--- config.mk ---
export PLATFORM = sky130hd
export DESIGN_NAME = gerador_seq
export DESIGN_NICKNAME = d
export VERILOG_FILES = /design/src/rtl/gerador_seq_pkg.sv /design/src/rtl/gerador_seq_reg_desloca.sv /design/src/rtl/gerador_seq.sv
export SDC_FILE = /design/constraint.sdc
export NUM_CORES = 1
export LEC_CHECK = 0
export CAP_MARGIN = 20
export CORE_MARGIN = 2
export CORE_UTILIZATION = 50
export DETAILED_ROUTE_END_ITERATION = 7
export GPL_TIMING_DRIVEN = 0
export PLACE_DENSITY_LB_ADDON = 0.1
export SYNTH_ARGS = -nofsm -noshare
export SYNTH_HDL_FRONTEND = slang
export SYNTH_SLANG_ARGS = --single-unit
--- constraint.sdc ---
create_clock -name ck -period 3.5 [get_ports ck]
set_clock_uncertainty 0.05 [all_clocks]
set_input_delay 0.525 -clock ck [delete_from_list [all_inputs] [get_ports ck]]
set_output_delay 0.525 -clock ck [all_outputs]
set_load 0.1 [all_outputs]
--- src/rtl/gerador_seq_pkg.sv ---
// Shared definitions for the serial stimulus generator: FSM state codes and
// default parameter values used by the top level and by its benches.
package gerador_seq_pkg;

    // State encoding is fixed so that detector-side benches can decode it.
    typedef enum logic [1:0] {
        ST_IDLE  = 2'd0,
        ST_SHIFT = 2'd1,
        ST_GAP   = 2'd2,
        ST_DONE  = 2'd3
    } state_t;

    localparam int N_DEF   = 8;   // pattern width
    localparam int LW_DEF  = 4;   // len width, holds 0..N
    localparam int RW_DEF  = 4;   // reps width
    localparam int GAP_DEF = 2;   // idle cycles between repetitions
    localparam int MSB_DEF = 1;   // 1: pat[len-1] goes out first

endpackage

--- src/rtl/gerador_seq_reg_desloca.sv ---
// N-bit loadable shift register. The outgoing bit is always the head of the
// register in the selected direction, so it is a flop output.
module reg_desloca #(
    parameter int N = 8
) (
    input  logic         ck,
    input  logic         rst,
    input  logic         load,
    input  logic         shift,
    input  logic         msb_first,
    input  logic [N-1:0] d,
    output logic         q_out
);

    logic [N-1:0] q;

    // Load has priority over shift; vacated positions fill with zero.
    always_ff @(posedge ck) begin
        if (rst) begin
            q <= '0;
        end else if (load) begin
            q <= d;
        end else if (shift) begin
            if (msb_first) begin
                q <= {q[N-2:0], 1'b0};
            end else begin
                q <= {1'b0, q[N-1:1]};
            end
        end
    end

    assign q_out = msb_first ? q[N-1] : q[0];

endmodule

--- src/rtl/gerador_seq.sv ---
// Serial stimulus generator: captures pat/len/reps on start, then sends the
// low len bits of pat serially on w, reps times, with GAP idle cycles between
// repetitions, and pulses done once at the end. stop aborts without done.
module gerador_seq
    import gerador_seq_pkg::*;
#(
    parameter int N   = N_DEF,
    parameter int LW  = LW_DEF,
    parameter int RW  = RW_DEF,
    parameter int GAP = GAP_DEF,
    parameter int MSB = MSB_DEF
) (
    input  logic          ck,
    input  logic          rst,
    input  logic          start,
    input  logic          stop,
    input  logic [N-1:0]  pat,
    input  logic [LW-1:0] len,
    input  logic [RW-1:0] reps,
    output logic          w,
    output logic          w_valid,
    output logic          busy,
    output logic          done
);

    // Gap counter only needs to reach GAP-1; keep at least one bit.
    localparam int GW = (GAP > 1) ? $clog2(GAP) : 1;

    state_t          state;
    logic [N-1:0]    pat_q;
    logic [LW-1:0]   len_q;
    logic [RW-1:0]   reps_q;
    logic [LW-1:0]   bit_cnt;
    logic [RW-1:0]   rep_cnt;
    logic [GW-1:0]   gap_cnt;

    logic [LW-1:0]   len_in_c;
    logic            accept;
    logic            req_empty;
    logic            last_bit;
    logic            more_reps;
    logic            gap_end;
    logic            sh_load;
    logic            sh_shift;
    logic [N-1:0]    sh_d;
    logic            sh_out;

    // Place the first bit to send at the shifter head. In MSB-first mode the
    // pattern is moved up so pat[l-1] lands on bit N-1; in LSB-first mode
    // pat[0] is already at the head.
    function automatic logic [N-1:0] align(input logic [N-1:0] p, input logic [LW-1:0] l);
        logic [N-1:0] r;
        if (MSB != 0) begin
            r = p << (N - int'(l));
        end else begin
            r = p;
        end
        return r;
    endfunction

    // Request decoding, end-of-repetition conditions and shifter control.
    always_comb begin
        len_in_c  = (int'(len) > N) ? LW'(N) : len;
        accept    = (state == ST_IDLE) && start && !stop;
        req_empty = (len_in_c == '0) || (reps == '0);
        last_bit  = (bit_cnt == len_q - 1'b1);
        more_reps = (rep_cnt != reps_q - 1'b1);
        gap_end   = (int'(gap_cnt) >= GAP - 1);

        // The shifter is (re)loaded on every edge that enters SHIFT.
        sh_load = 1'b0;
        if (accept && !req_empty) begin
            sh_load = 1'b1;
        end else if (!stop && state == ST_SHIFT && last_bit && more_reps && GAP == 0) begin
            sh_load = 1'b1;
        end else if (!stop && state == ST_GAP && gap_end) begin
            sh_load = 1'b1;
        end
        sh_shift = !stop && (state == ST_SHIFT) && !sh_load;

        // At accept the captured copy is not written yet, so load from the
        // inputs directly; afterwards only the captured copy is used.
        sh_d = (state == ST_IDLE) ? align(pat, len_in_c) : align(pat_q, len_q);
    end

    reg_desloca #(
        .N (N)
    ) u_shift (
        .ck        (ck),
        .rst       (rst),
        .load      (sh_load),
        .shift     (sh_shift),
        .msb_first (MSB != 0),
        .d         (sh_d),
        .q_out     (sh_out)
    );

    // Control FSM with bit/rep/gap counters and registered status outputs.
    always_ff @(posedge ck) begin
        if (rst) begin
            state   <= ST_IDLE;
            pat_q   <= '0;
            len_q   <= '0;
            reps_q  <= '0;
            bit_cnt <= '0;
            rep_cnt <= '0;
            gap_cnt <= '0;
            w_valid <= 1'b0;
            busy    <= 1'b0;
            done    <= 1'b0;
        end else if (stop && state != ST_IDLE) begin
            // Abort: straight back to IDLE, no done pulse.
            state   <= ST_IDLE;
            bit_cnt <= '0;
            rep_cnt <= '0;
            gap_cnt <= '0;
            w_valid <= 1'b0;
            busy    <= 1'b0;
            done    <= 1'b0;
        end else begin
            case (state)
                ST_IDLE: begin
                    if (accept) begin
                        pat_q   <= pat;
                        len_q   <= len_in_c;
                        reps_q  <= reps;
                        bit_cnt <= '0;
                        rep_cnt <= '0;
                        gap_cnt <= '0;
                        busy    <= 1'b1;
                        if (req_empty) begin
                            state <= ST_DONE;
                            done  <= 1'b1;
                        end else begin
                            state   <= ST_SHIFT;
                            w_valid <= 1'b1;
                        end
                    end
                end
                ST_SHIFT: begin
                    if (last_bit) begin
                        bit_cnt <= '0;
                        if (more_reps) begin
                            rep_cnt <= rep_cnt + 1'b1;
                            if (GAP != 0) begin
                                state   <= ST_GAP;
                                gap_cnt <= '0;
                                w_valid <= 1'b0;
                            end
                        end else begin
                            state   <= ST_DONE;
                            done    <= 1'b1;
                            w_valid <= 1'b0;
                        end
                    end else begin
                        bit_cnt <= bit_cnt + 1'b1;
                    end
                end
                ST_GAP: begin
                    if (gap_end) begin
                        state   <= ST_SHIFT;
                        gap_cnt <= '0;
                        w_valid <= 1'b1;
                    end else begin
                        gap_cnt <= gap_cnt + 1'b1;
                    end
                end
                ST_DONE: begin
                    state <= ST_IDLE;
                    done  <= 1'b0;
                    busy  <= 1'b0;
                end
                default: begin
                    state <= ST_IDLE;
                end
            endcase
        end
    end

    // Both terms are flops, so w is forced low whenever w_valid is low.
    assign w = w_valid & sh_out;

endmodule

After elaboration in Yosys (flattened, before gate mapping)
Cells that the tools add are included.

Register bits: 38. Input port bits: 20. Output and inout port bits: 4. Word-level logic and storage cells: 101.

Add/sub/neg operators: 7. Order comparisons: 2. Eq/ne operators: 12. Shift-type cells: 2. Muxes and demuxes: 35. Bitwise operators: 2. Reductions and logical operators: 30.

Operators by type and width (number): << shifter 8 x 32 -> 8 bit (2); two-way mux 8 bit (3); two-way mux 4 bit (5); two-way mux 1 bit (16); case mux 4 bit (2 select lines) (2); != test 2 bit (second input constant) (7); AND reduction 5 bit (2); subtractor 4 x 4 -> 5 bit (first input constant) (2); case mux 1 bit (3 select lines) (3); adder 4 x 1 -> 4 bit (second input constant) (2); logical AND 1 bit (8); logical NOT 4 bit (2); two-way mux 2 bit (4); case mux 2 bit (4 select lines) (1); AND reduction 4 bit (2); nonzero test 2 bit (4); subtractor 4 x 1 -> 4 bit (second input constant) (2); AND reduction 3 bit (2); nonzero test 3 bit (2); equality test 2 bit (second input constant) (2); equality test 4 bit (1); greater-than comparator 4 bit (second input constant) (1); != test 4 bit (1); AND reduction 2 bit (2); 10 further kinds (12).

Longest topological paths before layout
Gate-level depths: netlist (run 1).

Depth in word-level cells: 11. Depth in mapped cells: 10. Gate-level depth less buffers: 9.

Hierarchy
A second synthesis (run 1) with hierarchy kept.

Cell total of the unflattened synthesis: 344. Area, all modules: 2778.9 um^2.

By module, submodules not included: gerador_seq (instances 1, cells an instance 296, area each 2304.7 um^2, seq. area each 600.6 um^2); reg_desloca (instances 1, cells an instance 48, area each 474.2 um^2, seq. area each 160.2 um^2).

Worst setup path before layout (run 1)
OpenSTA, ideal clock, no wires.

Path type: reg2out. Start point: register w_valid. End point: output w. Arrival time: 1831 ps. Required time: 2925 ps. Setup slack: 1094 ps. Stages on the path, launching flop included: 2. Path buffers: 0. Cell sequence: dfxtp_1 -> and2_1.

Longest elaborated chain between the ends: 1.

RTL lines: from (decl) (RTL line gerador_seq.sv:21) `output logic w_valid,`; from (signal assigned) (RTL line gerador_seq.sv:108) `w_valid <= 1'b0;`; from (signal assigned) (RTL line gerador_seq.sv:117) `w_valid <= 1'b0;`; from (signal assigned) (RTL line gerador_seq.sv:136) `w_valid <= 1'b1;`; AND 1 bit (RTL line gerador_seq.sv:181) `assign w = w_valid & sh_out;`; to (decl) (RTL line gerador_seq.sv:20) `output logic w,`.

No other way between the ends.

Worst setup path after layout (run 1)
Start point: input len[3]. End point: register u_shift.q[3].

Longest elaborated chain between the ends: 10. Elaborated cells on any way between the ends: 14. Classes of those cells: 1 x add/sub; 1 x order compare; 1 x shift; 4 x mux; 7 x reduce/logical.

RTL lines: from (decl) (RTL line gerador_seq.sv:18) `input logic [LW-1:0] len,`; greater-than comparator 4 bit (RTL line gerador_seq.sv:63) `len_in_c = (int'(len) > N) ? LW'(N) : len;`; two-way mux 4 bit (*) (RTL line gerador_seq.sv:63); branches (longest 8 deep; another with subtractor 4 x 4 -> 5 bit); to (signal assigned) (RTL line gerador_seq_reg_desloca.sv:25) `q <= {q[N-2:0], 1'b0};`; to (signal assigned) (RTL line gerador_seq_reg_desloca.sv:27) `q <= {1'b0, q[N-1:1]};`; to (decl) (RTL line gerador_seq_reg_desloca.sv:15) `logic [N-1:0] q;`.

Mark *: on every way between the ends. A chain may end at the register's enable or synchronous reset.

==> results of run 1 <==
==> state kept, by name (all words and copies together) (netlist names) <==
register   flops
w_valid        1
u_shift.q      8
rep_cnt        4
bit_cnt        4
done           1
len_q          4
pat_q          8
reps_q         4
gap_cnt        1
state          2
busy           1
==> worst paths after layout <==
| path | startpoint | end | slack, ns | depth (start not counted) |
|---|---|---|---|---|
| worst min register to register | pat_q[6] | pat_q[6] | 0.40 | 2 |
| worst min-delay path | pat_q[6] | pat_q[6] | 0.40 | 2 |
| worst max-delay path | len[3] | u_shift.q[3] | 0.66 | 10 |
| worst max register to register | len_q[0] | rep_cnt[0] | 0.99 | 10 |
==> per-stage QoR <==
stage	instances	instance area (um2)	hold WS, ns	utilization (%)	setup WS (ns)
floorplan	325	2560	0.382	-	1.09
global placement	417	2870	0.397	57.2	0.429
detailed placement	417	2870	0.398	57.2	0.368
CTS	425	2970	0.409	59.3	0.683
global route	425	2970	0.444	59.3	0.463
finish	425	2970	0.403	59.3	0.663
==> metal layers <==
metal	share of wire, %	track usage [%]	wire (um)
met1	48	31.6	3030
met2	47	38.7	2950
met3	3.7	4.50	230
met4	0.97	6.04	61
met5	0	0	0
==> worst register-to-register path, stage by stage, from the launching register on <==
cell and delay, ns:
dfxtp_1 0.33, buf_6 0.14, buf_2 0.21, inv_1 0.11, ha_1 0.38, xnor2_1 0.15
nor2_1 0.17, a41o_2 0.32, nand3b_4 0.12, or3b_1 0.36, a21oi_1 0.12
==> cell usage in the layout (no fill, tap or decap), types with 2 or more instances in the layout <==
| cell | instances |
|---|---|
| inv_1 | 9 |
| ha_1 | 6 |
| a21o_1 | 4 |
| nor2_1 | 19 |
| nor2b_1 | 4 |
| nand4b_1 | 3 |
| dfxtp_1 | 38 |
| xor2_1 | 4 |
| nor3_1 | 18 |
| and2_1 | 3 |
| buf_6 | 2 |
| nand2_1 | 51 |
| o21ai_0 | 10 |
| o21bai_1 | 2 |
| or3_1 | 4 |
| a21oi_1 | 34 |
| xnor2_1 | 8 |
| o22ai_1 | 2 |
| clkbuf_1 | 8 |
| a221oi_1 | 3 |
| a211oi_1 | 11 |
| o211ai_1 | 2 |
| clkbuf_8 | 5 |
| mux2i_1 | 11 |
| buf_2 | 8 |
| nor3b_1 | 4 |
| nand2b_1 | 8 |
| clkdlybuf4s50_1 | 22 |
| a311oi_1 | 3 |
| a22oi_1 | 6 |
| nor2b_2 | 2 |
| and3_1 | 3 |
| nand3_1 | 10 |
| buf_1 | 2 |
==> power breakdown <==
| group | total (mW) | leakage, nW | internal (mW) | switching, mW |
|---|---|---|---|---|
| clock | 0.368 | 0.0524 | 0.213 | 0.155 |
| combinational | 0.314 | 0.721 | 0.127 | 0.187 |
| sequential | 0.478 | 0.310 | 0.459 | 0.0198 |
==> kinds of logic after synthesis <==
family,synth area share [%]
and+or+nand+nor,27.6
muxes,5.77
xor gates and xnor gates,6.56
adders and majority gates,2.94
AOI/OAI and AO/OA,21.9
buffers and inverters,5.48
DFF,29.7
==> cell type report <==
type	instances	share of cell area [%]
Buffer	19	3.28
Sequential cell	38	25.6
Clock buffer	7	2.57
Inverter	10	1.43
Tap cell	70	2.95
Multi-Input combinational cell	258	55.7
Clock inverter	1	1.01
Timing Repair Buffer	22	7.41
==> impl_metrics.py, run 1 <==
metrics = {
    "outcome": {
        "status": "complete, no violations",
    },
    "drt": {
        "wl_um": 6270,
        "vias_per_cell": 5.60,
        "via_count": 2379,
        "drc": 0,
        "post_drt_wl_per_cell_um": 14.8,
        "ant_nets": 0,
        "drt_iter0_drc": 139,
        "firstDrtPassIters": 6,
    },
    "logic_synthesis": {
        "async_flop_share_pct": 0,
        "yosys_most_used_dff": "dfxtp_1",
        "synth_area_per_cell_um2": 7.87,
        "synth_edf_count": 0,
        "synth_seq_area_share_pct": 29.7,
        "synth_nets": 351,
        "yosysTopAreaCell": "dfxtp_1",
        "syn_area_um2": 2560,
        "synthDistinctLibCells": 57,
        "synth_seq_cells": 38,
        "synthTopCellsByCount": "nand2_1, dfxtp_1, a21oi_1",
        "yosys.area.top_type_share_pct": 29.7,
        "ys_warn_count": 0,
        "ys_top_cells_by_area": "dfxtp_1, nand2_1, a21oi_1, mux2i_1, nor3_1",
        "synth.most_common_cell": "nand2_1",
        "synth_cells": 325,
    },
    "die": {
        "die_w_um": 75.5,
        "start_util_pct": 51.0,
        "num_rows": 26,
        "die_h_um": 75.5,
        "dieArea_um2": 5700,
        "fp.coreArea_um2": 5010,
        "io_pins": 24,
    },
    "critical_path": {
        "critical_path.most_common_cell": "a21oi_1",
        "start_kind": "input pin",
        "cp.buffers_inverters": 4,
        "worstPathMaxFanout": 10,
        "path_cells": "clkdlybuf4s50_1, nor2b_2, buf_6, clkinv_4, ha_1, a21oi_1, a21oi_1, buf_2, a211oi_1, a311oi_1",
        "crit_slowest_cell": "clkdlybuf4s50_1",
        "cp-end-kind": "register",
        "crit_path_max_incr_delay_ns": 0.57,
        "arrival_ns": 2.95,
        "crit_type": "input pin to register",
        "required_ns": 3.61,
        "cpLargestDelayFamily": "buffers and inverters",
    },
    "cells_and_area": {
        "final_nets": 380,
        "fillCellCount": 516,
        "seq_area_um2": 761,
        "drive_above_1_share_pct": 9.30,
        "multi_input_area_um2": 1660,
        "diodes": 0,
        "syn_to_final_growth_pct": 16.2,
    },
    "global_route": {
        "grt_usage_pct": 23.5,
        "grt.overflow.total": 0,
        "grt_pass1_wl_um": 10200,
        "grt_pass1_vias": 2177,
        "grt_max_degree": 12,
        "grt_antenna_before_repair": 0,
    },
    "clocking": {
        "cts.clk_slew.worst_paths_ns": 0.07,
        "cts_setup_buffers": 0,
        "htreeDepth": 2,
        "cts_hold_buf": 0,
        "clk_latency_ns": 0.29,
        "cts_sinks": 38,
        "cts_resized": 0,
        "root_buffer": "clkbuf_8",
        "cts.path.max_buffers": 2,
        "cts_made_buffers": 5,
        "cts_tree": "built",
    },
    "timing": {
        "clock.fmax_mhz": 352,
        "fin_crit_sh_pct": 81.1,
        "post-route-min-period_ns": 2.84,
        "relSlewSlack_pct": 35.6,
        "drv_slew": 0,
        "final-hold-violation-count": 0,
        "grt_setup_unrepaired": "no",
        "fin_tns_setup_ns": 0,
        "setup_viol": 0,
        "worst_slew_pin_slew_ns": 0.963,
    },
    "flow_run": {
        "maxCapViolations": 0,
    },
    "placement": {
        "gp_congestion": 0.960,
        "portBuffers": 22,
        "dp_hpwl_um": 4920,
    },
    "power_and_ir_drop": {
        "power_density_nw_per_um2": 390,
        "ir_drop_mv": 0.233,
        "p_leak_nw": 1.08,
        "fin_total_pwr_mw": 1.16,
    },
    "worst_hold_path": {
        "min_path_type": "register to register",
    },
}
Power figures use the tool's default switching activity.
==> run 2, diff against run 1 <==
Clock period 3.5 ns to 2.85 ns, I/O delays scaled along.
==> impl_metrics.py, run 2 (same netlist as run 1, synthesis figures left out) <==
metrics = {
    "drt": {
        "firstDrtPassIters": 5,
        "wl_um": 6280,
        "via_count": 2358,
        "ant_nets": 0,
        "post_drt_wl_per_cell_um": 14.8,
        "drt_iter0_drc": 170,
        "drc": 0,
        "vias_per_cell": 5.55,
    },
    "timing": {
        "clock.fmax_mhz": 394,
        "timing.final.ws_setup_ns": 0.309,
        "worst_slew_pin_slew_ns": 0.963,
        "holdWs_ns": 0.403,
        "relSlewSlack_pct": 35.6,
        "post-route-min-period_ns": 2.54,
        "setup_viol": 0,
        "fin_crit_sh_pct": 89.2,
        "grt_setup_unrepaired": "no",
        "drv_slew": 0,
        "final-hold-violation-count": 0,
    },
    "critical_path": {
        "start_kind": "input pin",
        "cp.buffers_inverters": 4,
        "ff2ff_setup_slack_ns": 0.33,
        "crit_path_max_incr_delay_ns": 0.43,
        "cp-end-kind": "register",
        "path_cells": "clkdlybuf4s50_1, nor2b_2, buf_6, clkinv_4, ha_1, inv_1, xnor2_2, mux2_4, o22ai_2, a21oi_1, a211oi_2",
        "r2r_end": "rep_cnt[0]",
        "required_ns": 3.02,
        "crit_type": "input pin to register",
        "worstPathMaxFanout": 10,
        "reg2reg_from": "len_q[0]",
        "r2r_cells": 10,
        "crit_slowest_cell": "clkdlybuf4s50_1",
        "arrival_ns": 2.71,
        "cpLargestDelayFamily": "buffers and inverters",
    },
    "clocking": {
        "cts_made_buffers": 5,
        "cts_hold_buf": 0,
        "cts_resized": 0,
        "cts.path.max_buffers": 2,
        "cts.clk_slew.worst_paths_ns": 0.07,
        "cts_tree": "built",
        "root_buffer": "clkbuf_8",
        "htreeDepth": 2,
        "clk_latency_ns": 0.30,
        "cts_sinks": 38,
        "cts_setup_buffers": 0,
    },
    "worst_hold_path": {
        "holdPathEnd": "pat_q[6]",
        "whs_path_depth": 2,
        "worstHoldStart": "pat_q[6]",
        "min_path_type": "register to register",
    },
    "cells_and_area": {
        "final_cell_mix": "nand2_1, dfxtp_1, a21oi_1",
        "syn_to_final_growth_pct": 16.6,
        "diodes": 0,
        "final_nets": 380,
        "drive_above_1_share_pct": 9.86,
        "reg_top3": "pat_q (8), u_shift.q (8)",
        "fillCellCount": 518,
        "final_util_pct": 59.5,
        "final_common_cell": "nand2_1",
    },
    "power_and_ir_drop": {
        "power_density_nw_per_um2": 479,
        "ir_drop_mv": 0.287,
        "p_leak_nw": 1.09,
    },
    "outcome": {
        "status": "complete, no violations",
    },
    "die": {
        "dieArea_um2": 5700,
        "fp.coreArea_um2": 5010,
        "die_h_um": 75.5,
        "die_w_um": 75.5,
        "num_rows": 26,
        "io_pins": 24,
        "start_util_pct": 51.0,
    },
    "placement": {
        "gp_congestion": 0.960,
        "portBuffers": 22,
        "post-place-ws_ns": -0.184,
        "dp_hpwl_um": 4920,
    },
    "flow_run": {
        "maxCapViolations": 0,
    },
    "global_route": {
        "grt_antenna_before_repair": 0,
        "grt_pass1_wl_um": 10200,
        "grt_max_degree": 12,
        "grt_usage_pct": 23.5,
        "grt.overflow.total": 0,
        "grt_pass1_vias": 2177,
    },
}
-- run 2: changes by cell type in the layout (fill, tap and decap cells not counted), sizes merged --
cell	previous run	this run
clkdlybuf4s50	22	21
dlymetal6s2s	0	1
-- run 2: power breakdown --
group / total (mW) / internal [mW] / switching, mW
combinational: 0.388 / 0.156 / 0.232
clock: 0.455 / 0.262 / 0.193
sequential: 0.587 / 0.563 / 0.0243
total: 1.43 / 0.981 / 0.448
-- run 2: through the flow --
| stage | power (mW) | instance area, um2 | std cells | TNS, ns |
|---|---|---|---|---|
| final | 1.43 | 2980 | 425 | 0 |
| after detailed placement | 0.982 | 2870 | 417 | -0.713 |
| after CTS | 1.43 | 2970 | 425 | 0 |
| after floorplan | 0.876 | 2560 | 325 | 0 |
| after global placement | 0.977 | 2870 | 417 | -0.496 |
| after global routing | 1.50 | 2980 | 425 | 0 |
-- run 2: final cells by class --
class                   instances  area, um2  share of cell area (%)
inverters                      10       42.5                    1.43
multi-input cells             258       1670                    55.8
flip-flops and latches         38        761                    25.5
clock buffers                   7       76.3                    2.56
repair buffers                 22        223                    7.47
well taps                      70       87.6                    2.94
clock inverters                 1       30.0                    1.01
plain buffers                  19       97.6                    3.27
-- run 2: per-layer routing --
metal	share of wire [%]	GRT usage, %
met5	0	0
met4	1.3	6.04
met3	3.6	4.50
met2	47	38.7
met1	48	31.6
-- run 2: how the worst max path moves through the flow --
stage | start | endpoint | slack (ns) | cells past startpoint
after floorplan | w_valid | w | 0.54 | 1
after global placement | len[3] | u_shift.q[3] | -0.12 | 10
after detailed placement | len[3] | u_shift.q[3] | -0.18 | 10
after CTS | len[3] | u_shift.q[3] | 0.13 | 10
after global routing | len[0] | u_shift.q[4] | 0.08 | 11
final | len[0] | u_shift.q[4] | 0.31 | 11
-- run 2: worst register-to-register path, delay by kind of cell, from the launching register on --
family,cells,cell delay [ns]
and+or+nand+nor,3,0.65
buffers and inverters,3,0.46
AOI/OAI and AO/OA,2,0.45
adders and majority gates,1,0.38
DFF,1,0.33
xor gates and xnor gates,1,0.15
==> run 3, diff against run 2 <==
Settings changed: CORE_MARGIN 2 to 4.
==> impl_metrics.py, run 3 (same netlist as run 1, synthesis figures left out) <==
metrics = {
    "die": {
        "die_h_um": 79.5,
        "io_pins": 24,
        "num_rows": 25,
        "die_w_um": 79.5,
        "dieArea_um2": 6320,
        "fp.coreArea_um2": 4850,
        "start_util_pct": 52.7,
    },
    "placement": {
        "post-place-ws_ns": -0.232,
        "dp_hpwl_um": 4720,
        "place_area_um2": 2860,
        "numPlacedInstances": 414,
        "portBuffers": 22,
        "gp_congestion": 0.951,
    },
    "timing": {
        "setup_viol": 0,
        "timing.final.ws_setup_ns": 0.198,
        "grt_setup_unrepaired": "no",
        "worst_slew_pin_slew_ns": 0.965,
        "post-route-min-period_ns": 2.65,
        "clock.fmax_mhz": 377,
        "final-hold-violation-count": 0,
        "drv_slew": 0,
        "relSlewSlack_pct": 35.5,
        "fin_crit_sh_pct": 93.0,
    },
    "cells_and_area": {
        "final_cell_mix": "nand2_1, dfxtp_1, a21oi_1",
        "drive_above_1_share_pct": 10.1,
        "multi_input_area_um2": 1660,
        "final_common_cell": "nand2_1",
        "fin_cells": 422,
        "reg_top3": "pat_q (8), u_shift.q (8)",
        "seq_area_um2": 761,
        "fillCellCount": 479,
        "diodes": 0,
        "final_nets": 380,
        "syn_to_final_growth_pct": 17.6,
        "stdcell_area_um2": 3010,
    },
    "drt": {
        "post_drt_wl_per_cell_um": 14.7,
        "drt_iter0_drc": 170,
        "vias_per_cell": 5.65,
        "via_count": 2385,
        "ant_nets": 0,
        "firstDrtPassIters": 4,
        "wl_um": 6210,
        "drc": 0,
    },
    "critical_path": {
        "ff2ff_setup_slack_ns": 0.35,
        "worstPathMaxFanout": 10,
        "arrival_ns": 2.82,
        "crit_type": "input pin to register",
        "path_cells": "clkdlybuf4s50_1, nor2b_2, buf_6, clkinv_4, ha_1, inv_1, xnor2_2, mux2_4, o22ai_2, a21oi_1, a211oi_2",
        "cp.buffers_inverters": 4,
        "cp-end-kind": "register",
        "required_ns": 3.02,
        "start_kind": "input pin",
        "cpLargestDelayFamily": "buffers and inverters",
        "crit_slowest_cell": "clkdlybuf4s50_1",
        "crit_path_max_incr_delay_ns": 0.65,
    },
    "clocking": {
        "cts_made_buffers": 5,
        "cts_hold_buf": 0,
        "clk_latency_ns": 0.29,
        "cts_tree": "built",
        "cts.clk_slew.worst_paths_ns": 0.08,
        "htreeDepth": 2,
        "cts_setup_buffers": 0,
        "cts_sinks": 38,
        "cts.path.max_buffers": 2,
        "root_buffer": "clkbuf_8",
        "cts_resized": 0,
    },
    "flow_run": {
        "maxCapViolations": 0,
    },
    "global_route": {
        "grt_pass1_wl_um": 10400,
        "grt_pass1_vias": 2200,
        "grt_usage_pct": 20.8,
        "grt.overflow.total": 0,
        "grt_max_degree": 13,
        "grt_antenna_before_repair": 0,
    },
    "power_and_ir_drop": {
        "power_density_nw_per_um2": 514,
        "p_leak_nw": 1.10,
        "ir_drop_mv": 0.389,
    },
    "outcome": {
        "status": "complete, no violations",
    },
    "worst_hold_path": {
        "min_path_type": "register to register",
    },
}
run 3: cell count changes in the layout (fill, tap and decap cells not counted):
cell             before  now
a211oi_2              2    1
clkbuf_1              8    6
a211oi_1             10   11
dlymetal6s2s_1        1    0
clkbuf_8              5    6
bufinv_16             1    2
clkdlybuf4s50_1      21   22
run 3: cell type report:
cell class / count / share of cell area (%)
Clock buffer: 6 / 2.75
Sequential cell: 38 / 25.3
Timing Repair Buffer: 22 / 7.32
Clock inverter: 2 / 2.00
Buffer: 19 / 3.24
Inverter: 10 / 1.41
Tap cell: 67 / 2.79
Multi-Input combinational cell: 258 / 55.2
run 3: metal layers:
layer / vias up / global-route usage [%] / wire (um)
li1: 1212 / - / -
met1: 1108 / 29.7 / 3060
met2: 56 / 32.2 / 2780
met3: 9 / 3.84 / 301
met4: 0 / 5.33 / 67
met5: - / 0 / 0
run 3: path summary, 6_finish.rpt:
check	startpoint	end	cells after the start
worst max-delay path	len[3]	u_shift.q[4]	11
worst min-delay path	busy	busy	2
worst max register to register	len_q[0]	rep_cnt[0]	10
worst min register to register	busy	busy	2
run 3: metrics by stage:
step                power (mW)  setup TNS (ns)  util [%]  hold WS, ns
floorplan                0.876               0         -        0.382
global placement         0.977          -0.846      59.0        0.396
detailed placement       0.981           -1.03      59.0        0.398
CTS                       1.55               0      62.0        0.409
global route              1.62               0      62.0        0.454
finish                    1.55               0      62.0        0.409
run 3: report_power, final:
part / leakage [nW] / switching (mW) / total [mW] / internal (mW)
Clock: 0.0714 / 0.200 / 0.573 / 0.373
Sequential: 0.310 / 0.0251 / 0.588 / 0.563
Combinational: 0.721 / 0.230 / 0.386 / 0.156
Total: 1.10 / 0.455 / 1.55 / 1.09
run 3: tightest hold or removal path: cells and delay by family, from the launching register on:
family	cells	cell delay [ns]
compound gates	1	0.05
flops	1	0.31
simple gates	1	0.05
